$ cat config.mk
export PLATFORM = sky130hd
export DESIGN_NAME = uart_tx_arbiter
export DESIGN_NICKNAME = d
export VERILOG_FILES = /design/src/rtl/uart_tx_arbiter.sv
export SDC_FILE = /design/constraint.sdc
export NUM_CORES = 1
export LEC_CHECK = 0
export CAP_MARGIN = 20
export CORE_ASPECT_RATIO = 0.5
export CORE_UTILIZATION = 45
export CTS_CLUSTER_DIAMETER = 200
export CTS_CLUSTER_SIZE = 28
export DETAILED_ROUTE_END_ITERATION = 12
export PLACE_DENSITY = 0.84
export SYNTH_ARGS = -nofsm -noshare
export SYNTH_HDL_FRONTEND = slang
export SYNTH_SLANG_ARGS = --single-unit
$ cat constraint.sdc
create_clock -name clk -period 2.2 [get_ports clk]
set_input_delay 0.44 -clock clk [delete_from_list [all_inputs] [get_ports clk]]
set_output_delay 0.44 -clock clk [all_outputs]
set_load 0.05 [all_outputs]
$ cat src/rtl/uart_tx_arbiter.sv
// uart_tx_arbiter: message-granular round-robin sharing of one
// 8N1 uart_tx serialiser between N_SRC byte-stream requesters.
module uart_tx #(
  parameter int CLOCKS_PER_BIT = 5
) (
  input  logic       clk,
  input  logic       rst,
  input  logic       send,
  input  logic [7:0] data,
  output logic       busy,
  output logic       tx
);
  localparam int CW =
    (CLOCKS_PER_BIT > 1) ? $clog2(CLOCKS_PER_BIT) : 1;

  logic [9:0]    shreg;
  logic [3:0]    bit_cnt;
  logic [CW-1:0] clk_cnt;

  always_ff @(posedge clk) begin
    if (rst) begin
      busy    <= 1'b0;
      shreg   <= '1;
      bit_cnt <= '0;
      clk_cnt <= '0;
    end else if (!busy) begin
      if (send) begin
        busy    <= 1'b1;
        shreg   <= {1'b1, data, 1'b0};
        bit_cnt <= '0;
        clk_cnt <= '0;
      end
    end else if (clk_cnt == CW'(CLOCKS_PER_BIT - 1)) begin
      clk_cnt <= '0;
      shreg   <= {1'b1, shreg[9:1]};
      if (bit_cnt == 4'd9) busy <= 1'b0;
      else bit_cnt <= bit_cnt + 4'd1;
    end else begin
      clk_cnt <= clk_cnt + 1'b1;
    end
  end

  assign tx = busy ? shreg[0] : 1'b1;
endmodule

module uart_tx_arbiter #(
  parameter int N_SRC          = 4,
  parameter int CLOCKS_PER_BIT = 5,
  parameter int TIMEOUT        = 1000
) (
  input  logic               clk,
  input  logic               rst,
  input  logic [N_SRC-1:0]   src_valid,
  input  logic [N_SRC-1:0]   src_last,
  input  logic [8*N_SRC-1:0] src_data,
  output logic [N_SRC-1:0]   src_ready,
  output logic [N_SRC-1:0]   grant,
  output logic               active,
  output logic               timeout,
  output logic               tx
);
  localparam int IW = $clog2(N_SRC);
  localparam int TW =
    (TIMEOUT > 0) ? $clog2(TIMEOUT + 1) : 1;

  typedef enum logic [1:0] {
    IDLE, LOAD, START, DRAIN
  } state_t;

  state_t           state, state_d;
  logic [IW-1:0]    owner, owner_d;
  logic [IW-1:0]    rr_ptr, rr_ptr_d;
  logic [IW-1:0]    pick, cand, next_ptr;
  logic [N_SRC-1:0] grant_d;
  logic [TW-1:0]    tmo_cnt, tmo_d;
  logic [IW+2:0]    off;
  logic [7:0]       data;
  logic             last_q, last_d;
  logic             timeout_d;
  logic             fire, busy;

  uart_tx #(.CLOCKS_PER_BIT(CLOCKS_PER_BIT)) u_tx (
    .clk  (clk),
    .rst  (rst),
    .send (fire),
    .data (data),
    .busy (busy),
    .tx   (tx)
  );

  // Descending scan so the nearest index at/after rr_ptr wins.
  always_comb begin
    pick = rr_ptr;
    cand = '0;
    for (int k = N_SRC - 1; k >= 0; k--) begin
      cand = IW'((int'(rr_ptr) + k) % N_SRC);
      if (src_valid[cand]) pick = cand;
    end
  end

  assign next_ptr = (owner == IW'(N_SRC - 1)) ?
                    '0 : owner + 1'b1;
  assign off       = {owner, 3'b000};
  assign data      = src_data[off +: 8];
  assign fire      = (state == LOAD) && src_valid[owner]
                     && !busy && !rst;
  assign src_ready = fire ? grant : '0;
  assign active    = |grant;

  always_comb begin
    state_d   = state;
    owner_d   = owner;
    grant_d   = grant;
    rr_ptr_d  = rr_ptr;
    last_d    = last_q;
    tmo_d     = tmo_cnt;
    timeout_d = 1'b0;
    unique case (state)
      IDLE: begin
        if (|src_valid) begin
          owner_d       = pick;
          grant_d       = '0;
          grant_d[pick] = 1'b1;
          state_d       = LOAD;
        end
      end
      LOAD: begin
        if (fire) begin
          last_d  = src_last[owner];
          tmo_d   = '0;
          state_d = START;
        end else if (TIMEOUT != 0) begin
          if (tmo_cnt == TW'(TIMEOUT - 1)) begin
            state_d   = IDLE;
            grant_d   = '0;
            rr_ptr_d  = next_ptr;
            tmo_d     = '0;
            timeout_d = 1'b1;
          end else begin
            tmo_d = tmo_cnt + 1'b1;
          end
        end
      end
      START: state_d = DRAIN;
      DRAIN: begin
        if (!busy) begin
          if (last_q) begin
            state_d  = IDLE;
            grant_d  = '0;
            rr_ptr_d = next_ptr;
          end else begin
            state_d = LOAD;
          end
        end
      end
      default: state_d = IDLE;
    endcase
  end

  always_ff @(posedge clk) begin
    if (rst) begin
      state   <= IDLE;
      owner   <= '0;
      grant   <= '0;
      rr_ptr  <= '0;
      last_q  <= 1'b0;
      tmo_cnt <= '0;
      timeout <= 1'b0;
    end else begin
      state   <= state_d;
      owner   <= owner_d;
      grant   <= grant_d;
      rr_ptr  <= rr_ptr_d;
      last_q  <= last_d;
      tmo_cnt <= tmo_d;
      timeout <= timeout_d;
    end
  end
endmodule

==> reports/results.tsv <==
metric	value	unit
cts_tree	done	
maxSlewViolCount	0	
finalSetupViolCount	0	
place_congestion	0.8439	
p_total	1.642	mW
yosys-top-cells-area	dfxtp_1 34%, mux4_2 8.7%, nor2_1 4.5%	
p_leak	1.242	nW
period_needed	2.169	ns
regArea	780.7	um2
drive_gt1_share	19.69	%
design_area	3208	um2
yosysMostFrequentCell	dfxtp_1	
initial_utilization	46.94	%
skew	0.008110	ns
ys.flop_type	dfxtp_1	
clk_pin_slew	0.07	ns
setup_slack	0.03104	ns
worstSkewPairLatency	0.30	ns
max_freq	461.1	MHz
first_iter_violations	134	
synth_seq_area_share	33.57	%
postRouteAntennaNets	0	
antenna_found_initial	0	
clock-sinks	39	
grt_pass1_vias	2166	
ir_drop	0.2612	mV
place_area	3092	um2
worst_ep_arrival_time	1.73	ns
min_from	last_q	
syn_area_per_cell	9.121	um2
syn_to_final_growth	37.92	%
syn_inst	255	
fin_crit_sh	98.59	%
dieArea	5478	um2
worst_r2r_endpoint	grant[3]	
grt.overflow.total	0	
outcome	finished clean	
diodes	0	
ys_warn_count	0	
routed-via-count	2241	
cp-start-kind	input port	
critPathCaptureType	output port	
slew_headroom	60.52	%
synth_edf_count	0	
dp_slack	-0.1136	ns
ys_types	58	
pin_count	53	
holdPathStages	2	
place.port_buffers	52	
rows	18	
cts_root_buffer	clkbuf_8	
hold_viol_final	0	
drv_cap	0	
ys_ff_latch	39	
syn_nets	303	
r2r_cells	6	
synth_top_area_share	33.57	%
core_area	4955	um2
tightest_slew	0.5883	ns
dr.pass1.iters	5	
vias_per_cell	5.673	
htreeDepth	2	
ctsHoldBuffers	0	
die_y	52.84	um
hold_class	reg -> reg	
drc	0	
dieWidth	103.7	um
nets	372	
cp.required	1.76	ns
cts_buffer_depth	2	
criticalPathCategory	in -> out	
wire_per_inst	15.21	um
grt_use_total	22.88	%
crit_fanout	5	
syn_area	2326	um2
min_to	last_q	
grt_pass1_wl	9.777	mm
yosysTopAreaCell	dfxtp_1	
hpwl	4.499	mm
wl	6.008	mm
yosys-top-cells-count	39 x dfxtp_1, 28 x nor2_1, 22 x nand2_1	
grt_max_degree	37	
reg2reg_from	tmo_cnt[0]	
r2r_slack	0.26	ns
fill_cells	403	
powerDensity	511.8	nW/um2
cts_made_buffers	5	
multi_input_area	1491	um2
synth-async-reset-ratio	0	%
## worst max path at each step
stage	from	endpoint	slack, ns	cells after the start
6_report	src_valid[0]	src_ready[2]	0.03	5
4_1_cts	src_valid[3]	src_ready[0]	-0.007	5
3_5_place_dp	src_valid[1]	grant[3]	-0.11	7
5_1_grt	src_valid[0]	src_ready[2]	-0.01	5
3_3_place_gp	src_valid[1]	grant[0]	-0.03	7
2_1_floorplan	rst	src_ready[0]	0.13	5
## cell usage in the layout, fill, tap and decap left out, types with 3 or more instances in the layout
cell type and count:
dfxtp_1 39, clkinv_2 3, nand2_1 22, ha_1 6
a22o_1 4, and3_1 5, a21oi_1 14, xor2_1 3
and3_4 4, nand3_1 5, nand2b_1 3, o21ai_0 9
mux4_2 9, inv_1 7, o21ai_1 3, clkdlybuf4s50_1 45
a211oi_1 7, nor2_1 28, clkbuf_8 5, mux2i_1 3
nor4_1 4, buf_12 5, o21bai_1 8, nor3b_1 4
nor3_1 5, and2_1 7, buf_4 21, nor2b_1 3
a21o_1 3
## power breakdown
part           total, mW  switching [mW]  internal [mW]
Sequential         0.759          0.0287          0.730
Clock              0.483           0.265          0.217
Combinational      0.400           0.189          0.211
Total               1.64           0.483           1.16
## cell families after synthesis
group,count (synthesis),synth area share [%]
DFF,39,33.57
buffers and inverters,19,3.712
xor gates and xnor gates,4,1.506
AOI/OAI and AO/OA,67,22.00
adders and majority gates,6,3.227
and+or+nand+nor,106,24.85
muxes,14,11.13
## per-layer routing
layer | GRT usage [%] | vias up | wire length, um
li1 | - | 1090 | -
met1 | 28.03 | 1066 | 2571
met2 | 41.72 | 76 | 3051
met3 | 3.975 | 9 | 317
met4 | 8.095 | 0 | 68
met5 | 0 | - | 0
## layout make-up
class / count / area share [%]
well taps: 70 / 2.730
inverters: 7 / 0.8190
repair buffers: 74 / 23.01
flip-flops and latches: 39 / 24.34
clock buffers: 5 / 2.145
clock inverters: 3 / 0.4680
multi-input cells: 197 / 46.49
## worst max-delay path: stages
cell,delay (ns)
clkdlybuf4s50_1,0.42
mux2_4,0.28
a22o_4,0.24
and3_4,0.20
buf_12,0.14
## through the flow
step           cells  util, %  setup TNS (ns)  hold slack [ns]
2_1_floorplan    255        -               0           0.4308
3_3_place_gp     387    62.40         -0.1283           0.4438
3_5_place_dp     387    62.40          -1.289           0.4635
4_1_cts          395    64.42        -0.01129           0.4724
5_1_grt          395    64.75        -0.02043           0.4947
6_report         395    64.75               0           0.4751
## sequential cells by signal (all words and copies together) (netlist names), named ones only
signal        flops
u_tx.shreg        9
u_tx.clk_cnt      3
last_q            1
rr_ptr            2
u_tx.busy         1
state             1
timeout           1
tmo_cnt          10
owner             2
u_tx.bit_cnt      4
grant             4
## what timing repair did
item,in CTS,in global routing
endpoints found under the setup margin,5,4
endpoints found under the hold margin,0,0
buffers inserted,0,0
gates resized for setup,5,4
gates cloned,0,0
Power figures use the tool's default switching activity.
